$ cat config.mk
export PLATFORM = sky130hd
export DESIGN_NAME = gencolorclk_nco
export DESIGN_NICKNAME = d
export VERILOG_FILES = /design/src/rtl/gencolorclk_nco.sv
export SDC_FILE = /design/constraint.sdc
export NUM_CORES = 1
export LEC_CHECK = 0
export BUFFER_PORTS_ARGS = -buffer_cell sky130_fd_sc_hd__buf_2
export CAP_MARGIN = 20
export CELL_PAD_IN_SITES_DETAIL_PLACEMENT = 1
export CELL_PAD_IN_SITES_GLOBAL_PLACEMENT = 2
export CORE_MARGIN = 5
export CORE_UTILIZATION = 35
export CTS_BUF_LIST = sky130_fd_sc_hd__clkbuf_16
export CTS_CLUSTER_DIAMETER = 60
export CTS_CLUSTER_SIZE = 25
export DETAILED_ROUTE_END_ITERATION = 10
export PLACE_DENSITY = 0.8
export SYNTH_ARGS = -nofsm -noshare
export SYNTH_HDL_FRONTEND = slang
export SYNTH_SLANG_ARGS = --single-unit
$ cat constraint.sdc
create_clock -name clk -period 7.25 [get_ports clk]
set_input_delay 1.45 -clock clk [delete_from_list [all_inputs] [get_ports clk]]
set_output_delay 1.45 -clock clk [all_outputs]
set_load 0.01 [all_outputs]
$ cat src/rtl/gencolorclk_nco.sv
// Colour-carrier NCO: phase accumulator with a selectable increment table, a run-time
// override, and increment changes deferred to accumulator wrap so the carrier never glitches.
module gencolorclk_nco #(
   parameter int ACC_W     = 32,
   parameter int NUM_MODES = 4,
   parameter int MODE_W    = 2,
   parameter int PHASE_W   = 8,
   parameter logic [NUM_MODES*ACC_W-1:0] INC_TABLE =
      {32'd393575136, 32'd487481536, 32'd439257960, 32'd544064216}
) (
   input  logic               clk,
   input  logic               rst_n,
   input  logic               en,
   input  logic [MODE_W-1:0]  mode,
   input  logic               inc_load,
   input  logic [ACC_W-1:0]   inc_value,
   input  logic               phase_clr,
   output logic               clk_i,
   output logic               clk_q,
   output logic [PHASE_W-1:0] phase,
   output logic               tick,
   output logic               pending,
   output logic [ACC_W-1:0]   inc_cur
);

   // Table lookup; selections beyond the populated entries fall back to entry 0.
   function automatic logic [ACC_W-1:0] table_inc(input logic [MODE_W-1:0] m);
      logic [ACC_W-1:0] r;
      r = INC_TABLE[ACC_W-1:0];
      for (int k = 0; k < NUM_MODES; k++) begin
         if (m == MODE_W'(k)) begin
            r = INC_TABLE[k*ACC_W +: ACC_W];
         end
      end
      return r;
   endfunction

   logic [ACC_W-1:0]  acc_q, acc_d;
   logic              clk_q_q, clk_q_d;
   logic              tick_q, tick_d;
   logic              pending_q, pending_d;
   logic [ACC_W-1:0]  inc_cur_q, inc_cur_d;
   logic [ACC_W-1:0]  inc_pend_q, inc_pend_d;
   logic [MODE_W-1:0] mode_meta_q, mode_s_q;
   logic [MODE_W-1:0] mode_last_q, mode_last_d;

   logic [ACC_W:0]    sum_s;
   logic              carry_s;
   logic              mode_chg_s;
   logic              req_s;
   logic [ACC_W-1:0]  req_val_s;

   // Adder with carry-out and request arbitration (override beats table selection).
   always_comb begin
      sum_s      = {1'b0, acc_q} + {1'b0, inc_cur_q};
      carry_s    = sum_s[ACC_W];
      mode_chg_s = (mode_s_q != mode_last_q);
      req_s      = inc_load | mode_chg_s;
      req_val_s  = inc_load ? inc_value : table_inc(mode_s_q);
   end

   // Next-state logic: phase_clr over advance; increment swaps only at wrap or restart.
   always_comb begin
      acc_d       = acc_q;
      clk_q_d     = clk_q_q;
      tick_d      = 1'b0;
      pending_d   = pending_q;
      inc_cur_d   = inc_cur_q;
      inc_pend_d  = inc_pend_q;
      mode_last_d = mode_chg_s ? mode_s_q : mode_last_q;
      if (phase_clr) begin
         acc_d   = {ACC_W{1'b0}};
         clk_q_d = 1'b0;
         tick_d  = 1'b0;
         if (req_s) begin
            inc_cur_d  = req_val_s;
            inc_pend_d = req_val_s;
            pending_d  = 1'b0;
         end else if (pending_q) begin
            inc_cur_d = inc_pend_q;
            pending_d = 1'b0;
         end else begin
            inc_cur_d = inc_cur_q;
         end
      end else begin
         if (en) begin
            acc_d   = sum_s[ACC_W-1:0];
            tick_d  = carry_s;
            clk_q_d = sum_s[ACC_W-1] ^ sum_s[ACC_W-2];
            if (carry_s && pending_q) begin
               inc_cur_d = inc_pend_q;
               pending_d = 1'b0;
            end else begin
               inc_cur_d = inc_cur_q;
            end
         end else begin
            tick_d = 1'b0;
         end
         // A request landing on the carry cycle stays pending for the next wrap.
         if (req_s) begin
            inc_pend_d = req_val_s;
            pending_d  = 1'b1;
         end else begin
            inc_pend_d = inc_pend_q;
         end
      end
   end

   // State registers, including the two-stage mode synchroniser.
   always_ff @(posedge clk or negedge rst_n) begin
      if (!rst_n) begin
         acc_q       <= {ACC_W{1'b0}};
         clk_q_q     <= 1'b0;
         tick_q      <= 1'b0;
         pending_q   <= 1'b0;
         inc_cur_q   <= INC_TABLE[ACC_W-1:0];
         inc_pend_q  <= INC_TABLE[ACC_W-1:0];
         mode_meta_q <= {MODE_W{1'b0}};
         mode_s_q    <= {MODE_W{1'b0}};
         mode_last_q <= {MODE_W{1'b0}};
      end else begin
         acc_q       <= acc_d;
         clk_q_q     <= clk_q_d;
         tick_q      <= tick_d;
         pending_q   <= pending_d;
         inc_cur_q   <= inc_cur_d;
         inc_pend_q  <= inc_pend_d;
         mode_meta_q <= mode;
         mode_s_q    <= mode_meta_q;
         mode_last_q <= mode_last_d;
      end
   end

   assign clk_i   = acc_q[ACC_W-1];
   assign clk_q   = clk_q_q;
   assign phase   = acc_q[ACC_W-1 -: PHASE_W];
   assign tick    = tick_q;
   assign pending = pending_q;
   assign inc_cur = inc_cur_q;

endmodule

# Yosys cells after proc, flatten, opt, wreduce, memory -nomap -nowiden

Cells that the tools add are included.

Flip-flop bits (word level): 105
Input bits: 39

Multiplexer cells: 19
Add/sub/neg operators: 1
Eq/ne operators: 5
Reductions and logical operators: 7
Bitwise operators: 2

Operator list:

| operator                                                        | count |
|---|---|
| 32-bit two-way mux                                              | 9 |
| 30-bit two-way mux                                              | 2 |
| 32-bit by 32-bit adder with 33-bit output                       | 1 |
| 1-bit two-way mux                                               | 8 |
| 3-bit nonzero test                                              | 2 |
| 2-bit == test, second input constant                            | 2 |
| 2-bit nonzero test                                              | 2 |
| 3-bit by 1-bit != test with 1-bit output, second input constant | 1 |
| 3-bit AND reduction                                             | 1 |
| 2-bit by 1-bit == test with 1-bit output, second input constant | 1 |
| 2-bit != test                                                   | 1 |
| 2-bit AND reduction                                             | 1 |
| 1-bit logical AND                                               | 1 |
| 1-bit bitwise OR                                                | 1 |
| 1-bit bitwise XOR                                               | 1 |

# Longest topological paths before layout

Gate-level depths: netlist (run 1).

Word-level depth: 7
Gate-level depth with buffers: 11
Depth with buffers taken out: 10

# Least setup slack after synthesis (run 1)

OpenSTA, ideal clock, no wires.

Path kind: input to register
Start point: input inc_load
End point: register inc_cur_q[13] (netlist: inc_cur[13])
Stages on the path: 8
Setup time: 79 ps
Path slack: 4245 ps
Required time: 7171 ps
Buffers on the path: 3
Arrival: 2925 ps
Path through: clkbuf_1 -> nor3_1 -> clkbuf_1 -> buf_1 -> nand2_1 -> o31ai_1 -> mux2i_1 -> mux2i_1

Word-level cells in the longest chain between the ends: 3

RTL lines:

| element                                                                                         | RTL line | RTL |
|---|---|---|
| from (decl)                                                                                     | 15       | `input logic inc_load,` |
| 1-bit bitwise OR / 32-bit two-way mux (equally long branches)                                   | 58, 59   |  |
| 3-bit by 1-bit != test with 1-bit output (no line) / 32-bit two-way mux (equally long branches) | -        |  |
| 3-bit AND reduction (no line) / 32-bit two-way mux (equally long branches)                      | -        |  |
| to (signal assigned)                                                                            | 116      | `inc_cur_q <= INC_TABLE[ACC_W-1:0];` |
| to (signal assigned)                                                                            | 126      | `inc_cur_q <= inc_cur_d;` |
| to (decl)                                                                                       | 42       | `logic [ACC_W-1:0] inc_cur_q, inc_cur_d;` |

Several ways; a longest one is shown, not always the timed one.
A chain may end at the register's enable or synchronous reset.

# Worst setup path after layout (run 1)

Start point: input inc_load
End point: register inc_cur_q[20] (netlist: inc_cur[20])

Same word-level chain as after synthesis.

==> key figures, run 1 <==
Logic synthesis
  – Netlist area before placement: 6440 µm²
  – Prevailing post-synth register cell: dfrtp_1
  – Synth Instances: 623
  – Ys async rst share: 100%
  – Synth Area in Compound Gates: 17.4%
  – Synth cell types: 66
  – EDFF count, synth: 0
  – Syn Nets: 702
  – Seq/Total Area, Yosys: 41.3%
  – FF+latch count, synth: 105
  – Post-synthesis average cell area: 10.3 µm²
  – Largest family of logic cells by synthesized area: compound AO/OA/AOI/OAI gates
  – Adder-Cell Fraction of Synth Area: between 7 and 8%
  – Syn. warnings: 0
  – Post-synthesis xor/xnor area fraction: 3.13%
  – Mux cell area share after synthesis: 14.6%
  – Post-synthesis simple-gate area fraction: 10.5%

Setup path
  – Worst r2r path cells: 11
  – CP Max Fanout: 44
  – Worst setup SP type: input pin
  – Critical path class: in2reg
  – Critical Path End Type: flip-flop
  – R2R setup slack: 3.84 ns
  – Required time of the worst setup path: 7.49 ns
  – Worst path arrival time: 3.87 ns
  – Worst R2R End: inc_cur[12]
  – Worst r2r src: inc_cur[0]
  – CP startpoint: inc_load

Placement
  – Detail Placement HPWL: 13100 µm
  – Placed Cells: around 900
  – Pre-CTS setup slack: 3.26 ns
  – # port buffers: 82
  – Placer Congestion: approximately 0.8

Clock tree
  – Sink Count: between 100 and 150
  – Post-CTS Hold Buffers: 0
  – Worst-path clk slew: approximately 0.07 ns
  – CTS Root Cell: clkbuf_16
  – CTS H-tree lvls: 3
  – Clock tree buffer depth: 2
  – # resized after CTS: 0
  – Postcts setup bufs: 0
  – Worst-Skew Late Latency: 0.36 ns
  – CTS Buf Count: 9
  – CTS tree: yes

Layout
  – Ant diodes: 0
  – Commonest non-fill, non-tap cell in the layout: buf_2
  – Filler Cells Inserted: 2083
  – Final #Nets: 760
  – Most frequent cells in the layout: buf_2 (81), dfrtp_1 (79), a21oi_1 (52), nand2_1 (44), nor2_1 (42)
  – Share of layout cells above drive strength 1: between 20 and 30%
  – Area grow syn2layout: 12.5%
  – Final std cells w/o fill: 915

Drt
  – Iteration-0 DRC Markers: 288
  – Vias per cell: 5.38
  – WL per Instance: 19.5 µm
  – Drt drc: 0
  – Final WL: roughly 18000 µm
  – Vias after detailed routing: 4922
  – Pre-antenna DRT Iters: 4
  – Post-DRT Antenna Nets: 0

Timing
  – Worst slew pin tran: 0.961 ns
  – Worst hold-check slack: 0.352 ns
  – Final Hold Viols: 0
  – Tcrit/Tclk final: roughly 50%
  – Final worst slack: 3.62 ns
  – Setup TNS: 0 ns
  – Slew Limit Fails: 0
  – Final setup violation count: 0
  – Slew headroom: 35.6%
  – Clock skew: 0.00836 ns
  – RSZ-0062 raised after global routing: no
  – Crit path time final: ~3.6 ns
  – Max Clk Rate: 0.275 GHz

Flow run
  – Max_cap viols: 0

Status
  – Run status: completed

Hold path
  – Hold Path End: mode_s_q[1]
  – Worst Hold Depth: 0
  – Hold_sp: mode_meta_q[1]
  – Path category of the worst min-delay check: reg2reg

Die
  – I/O pins: 83
  – Initial Utilization: roughly 36%
  – CORE AREA: 18000 µm²
  – Die area: around 21000 µm²
  – Row cnt: 49
  – Die Y: 146 µm
  – Chip width: 146 µm

GRT
  – Pin count of the biggest net entering global routing: 61
  – Initial antenna violation count: 0
  – GRT Overall Usage: ~17%
  – First-pass GRT wire length: 28900 µm
  – Grt total ovfl: 0
  – Vias in the first global route: around 5300

Power and ir drop
  – Pwr/cell area: 311 nW/µm²
  – Leakage: 3.46 nW
  – VDD IR-drop max: roughly 0.14 mV
-- flip-flops by register name, summed over array words and instances, names as in the netlist --
name and cells:
tick 1, clk_q 1, mode_s_q 2, inc_pend_q 32
mode_meta_q 2, mode_last_q 2, inc_cur 32, acc_q 32
pending 1
-- routing by layer --
layer | wire, µm | GRT usage, % | vias up
li1 | - | - | 2353
met1 | 8670 | 23.9 | 2460
met2 | 8250 | 26.5 | 91
met3 | 602 | 2.58 | 18
met4 | 279 | 4.62 | 0
met5 | 0 | 0 | -
-- final cells by class --
| class | count | area, µm² | share of cell area [%] |
|---|---|---|---|
| Timing Repair Buffer | 87 | 450 | 6.22 |
| Inverter | 26 | 97.6 | 1.35 |
| Clock buffer | 9 | 225 | 3.11 |
| Sequential cell | 105 | 2660 | 36.7 |
| Clock inverter | 7 | 68.8 | 0.950 |
| Multi-Input combinational cell | 452 | 3450 | 47.7 |
| Tap cell | 229 | 287 | 3.96 |
-- logic make-up (layout without fill, tap and decap cells) --
| group | after synthesis | in the layout |
|---|---|---|
| buf+inv | 66 | 129 |
| flops | 105 | 105 |
| mux | 81 | 81 |
| simple gates | 139 | 139 |
| fa+ha+maj | 40 | 40 |
| compound gates | 169 | 169 |
| xor+xnor | 23 | 23 |
-- worst max-delay path: stages --
cell and delay (ns):
buf_2 0.34, nor3_2 0.89, buf_4 0.44, o21ai_0 0.19
mux2_2 0.29, mux2_4 0.26
-- synthesized netlist by cell type, drive strengths merged, types with 14 or more instances --
cell,number,share of area [%]
nor2,42,2.4
inv,25,1.5
clkbuf,22,1.3
a21o,16,1.9
a21oi,54,4.4
nand2,44,2.6
o21ai,37,3.0
a22o,14,1.9
mux2,45,9.0
dfrtp,79,31
dfstp,26,11
ha,39,7.6
buf,18,2.3
mux2i,36,5.6
-- power by group --
| part | total [mW] | switching, mW | internal [mW] |
|---|---|---|---|
| clock | 0.507 | 0.238 | 0.269 |
| sequential | 0.817 | 0.105 | 0.712 |
| combinational | 0.929 | 0.523 | 0.406 |
-- through the flow --
step | power (mW) | instance area, µm² | utilization, %
after floorplan | 1.50 | 6440 | -
after global placement | 1.71 | 6950 | 38.6
after detailed placement | 1.75 | 6950 | 38.6
after CTS | 2.27 | 7240 | 40.2
after global routing | 2.40 | 7240 | 40.2
final | 2.25 | 7240 | 40.2
-- how the worst max path moves through the flow --
| stage | to | slack [ns] | cells after the start |
|---|---|---|---|
| global route | inc_cur[12] | 3.40 | 6 |
| finish | inc_cur[20] | 3.62 | 6 |
| detailed placement | inc_cur[20] | 3.26 | 6 |
| CTS | inc_cur[12] | 3.63 | 6 |
| floorplan | inc_cur[13] | 4.25 | 8 |
| global placement | inc_cur[20] | 3.34 | 6 |
No activity file was read; power rests on OpenSTA's default activity.
==> inputs of run 2 (changes only) <==
--- a/config.mk
+++ b/config.mk
@@ -10,12 +10,12 @@
 export CELL_PAD_IN_SITES_DETAIL_PLACEMENT = 1
 export CELL_PAD_IN_SITES_GLOBAL_PLACEMENT = 2
 export CORE_MARGIN = 5
-export CORE_UTILIZATION = 35
+export CORE_UTILIZATION = 34
 export CTS_BUF_LIST = sky130_fd_sc_hd__clkbuf_16
 export CTS_CLUSTER_DIAMETER = 60
 export CTS_CLUSTER_SIZE = 25
 export DETAILED_ROUTE_END_ITERATION = 10
-export PLACE_DENSITY = 0.8
+export PLACE_DENSITY = 0.82
 export SYNTH_ARGS = -nofsm -noshare
 export SYNTH_HDL_FRONTEND = slang
 export SYNTH_SLANG_ARGS = --single-unit
==> constraint.sdc (replaced) <==
create_clock -name clk -period 3.1 [get_ports clk]
set_input_delay 0.62 -clock clk [delete_from_list [all_inputs] [get_ports clk]]
set_output_delay 0.62 -clock clk [all_outputs]
set_load 0.01 [all_outputs]
==> key figures, run 2 (synthesis results as in run 1) <==
Drt
  – Post-DRT Antenna Nets: 0 (unchanged)
  – Final WL: 18800 µm (+5.3%)
  – WL per Instance: 19.7 µm (+1.3%)
  – Vias per cell: 5.34 (-0.79%)
  – Pre-antenna DRT Iters: 4 (unchanged)
  – Vias after detailed routing: 5075 (+3.1%)
  – Iteration-0 DRC Markers: 214 (-26%)
  – Drt drc: 0 (unchanged)

Setup path
  – Critical Path End Type: flip-flop
  – Worst setup SP type: flip-flop
  – Worst R2R End: inc_cur[17]
  – Worst r2r src: inc_cur[0]
  – CP startpoint: inc_cur[0]
  – CP Max Fanout: 13 (-70%)
  – Worst path arrival time: 3.24 ns (-0.63 ns)
  – Critical path class: reg2reg
  – R2R setup slack: 0.10 ns (-3.74 ns)
  – Required time of the worst setup path: 3.34 ns (-4.15 ns)
  – Worst r2r path cells: 12 (+1)

Power and ir drop
  – Pwr/cell area: 704 nW/µm² (+130%)
  – VDD IR-drop max: 0.278 mV (+100%)
  – Total power: 5.34 mW (+140%)
  – Leakage: 3.62 nW (+4.6%)

Timing
  – Worst slew pin tran: 0.803 ns (-0.158 ns)
  – Crit path time final: 3.00 ns
  – Slew headroom: 46.3% (+11 points)
  – Final Hold Viols: 0 (unchanged)
  – Max Clk Rate: 0.333 GHz
  – Slew Limit Fails: 0 (unchanged)
  – Final setup violation count: 0 (unchanged)
  – Clock skew: 0.00641 ns (-0.00194 ns)
  – Tcrit/Tclk final: 96.8%

Clock tree
  – Worst-Skew Late Latency: 0.36 ns (about the same)
  – Worst-path clk slew: 0.07 ns (about the same)
  – Sink Count: 105 (unchanged)
  – Clock tree buffer depth: 2 (unchanged)
  – CTS tree: yes
  – CTS Root Cell: clkbuf_16
  – CTS Buf Count: 9 (unchanged)
  – CTS H-tree lvls: 3 (unchanged)

GRT
  – Grt total ovfl: 0 (unchanged)
  – GRT Overall Usage: 17.4% (+0.66 points)
  – Pin count of the biggest net entering global routing: 60 (-1.6%)
  – Initial antenna violation count: 0 (unchanged)
  – First-pass GRT wire length: 30000 µm (+3.9%)
  – Vias in the first global route: 5448 (+3.1%)

Layout
  – Commonest non-fill, non-tap cell in the layout: buf_2
  – Ant diodes: 0 (unchanged)
  – Final #Nets: 791 (+4.1%)
  – Final Core Density: 40.6% (+0.45 points)
  – Share of layout cells above drive strength 1: 31.5% (+4.7 points)
  – Most frequent cells in the layout: buf_2 (81), dfrtp_1 (79), a21oi_1 (52), nand2_1 (44), nor2_1 (42)
  – Area grow syn2layout: 17.7%

Status
  – Run status: completed

Die
  – Die Y: 148 µm (+1.4%)
  – Die area: 21800 µm² (+2.7%)
  – Initial Utilization: 34.5% (-1.2 points)
  – I/O pins: 83 (unchanged)
  – CORE AREA: 18600 µm² (+3.4%)
  – Chip width: 148 µm (+1.4%)
  – Row cnt: 50 (+2.0%)

Placement
  – Detail Placement HPWL: 13900 µm (+6.1%)
  – Placer Congestion: 0.916 (+13%)
  – # port buffers: 82 (unchanged)

Hold path
  – Path category of the worst min-delay check: in2async

Flow run
  – Max_cap viols: 0 (unchanged)
[run 2: changes by cell type in the layout (fill, tap and decap cells not counted), sizes merged]
cell,before,now
clkinvlp,1,0
buf,87,117
bufinv,1,0
clkinv,3,5
clkbuf,9,10
[run 2: cell type report]
type                       count  area [µm²]
fill                        2115       11100
multi-input combinational    452        3520
sequential                   105        2660
timing repair buffer         118         751
tap                          234         293
clock buffer                   9         225
inverter                      26        97.6
clock inverter                 7        32.5
[run 2: worst max-delay path, cell delays in order, from the launching register on]
cell	delay, ns
dfrtp_1	0.41
ha_2	0.22
fa_2	0.39
a211oi_2	0.22
o21ai_2	0.10
o211ai_1	0.31
and4_4	0.32
nor4_4	0.06
o21ai_2	0.18
a21oi_4	0.08
buf_12	0.14
buf_12	0.15
mux2_4	0.30
[run 2: per-stage QoR]
stage	cells	setup WS (ns)	hold WS (ns)	TNS [ns]	area (µm²)
after global routing	951	-0.0204	0.307	-0.0609	7580
after floorplan	623	0.199	0.324	0	6440
after CTS	942	0.00674	0.288	0	7420
final	951	0.100	0.284	0	7580
after global placement	926	0.0903	0.335	0	7160
after detailed placement	926	0.0277	0.343	0	7160
[run 2: how the worst max path moves through the flow]
stage | end
finish | inc_cur[17]
global route | inc_cur[28]
CTS | inc_cur[8]
detailed placement | inc_cur[8]
global placement | acc_q[18]
floorplan | inc_cur[11]
[run 2: where the power goes]
part | total, mW | internal, mW | switching (mW)
Sequential | 1.88 | 1.66 | 0.216
Clock | 1.06 | 0.532 | 0.528
Combinational | 2.40 | 1.09 | 1.31
Total | 5.34 | 3.29 | 2.05
[run 2: per-layer routing]
| metal | wire length [µm] | GRT usage [%] |
|---|---|---|
| met5 | 0 | 0 |
| met4 | 293 | 4.47 |
| met3 | 613 | 3.25 |
| met2 | 9440 | 30.1 |
| met1 | 8410 | 22.5 |
[run 2: repair_timing]
item	4_1_cts	5_1_grt
setup buffers	0	8
endpoints found under the setup margin	0	31
hold buffers	0	0
resized for setup	0	15
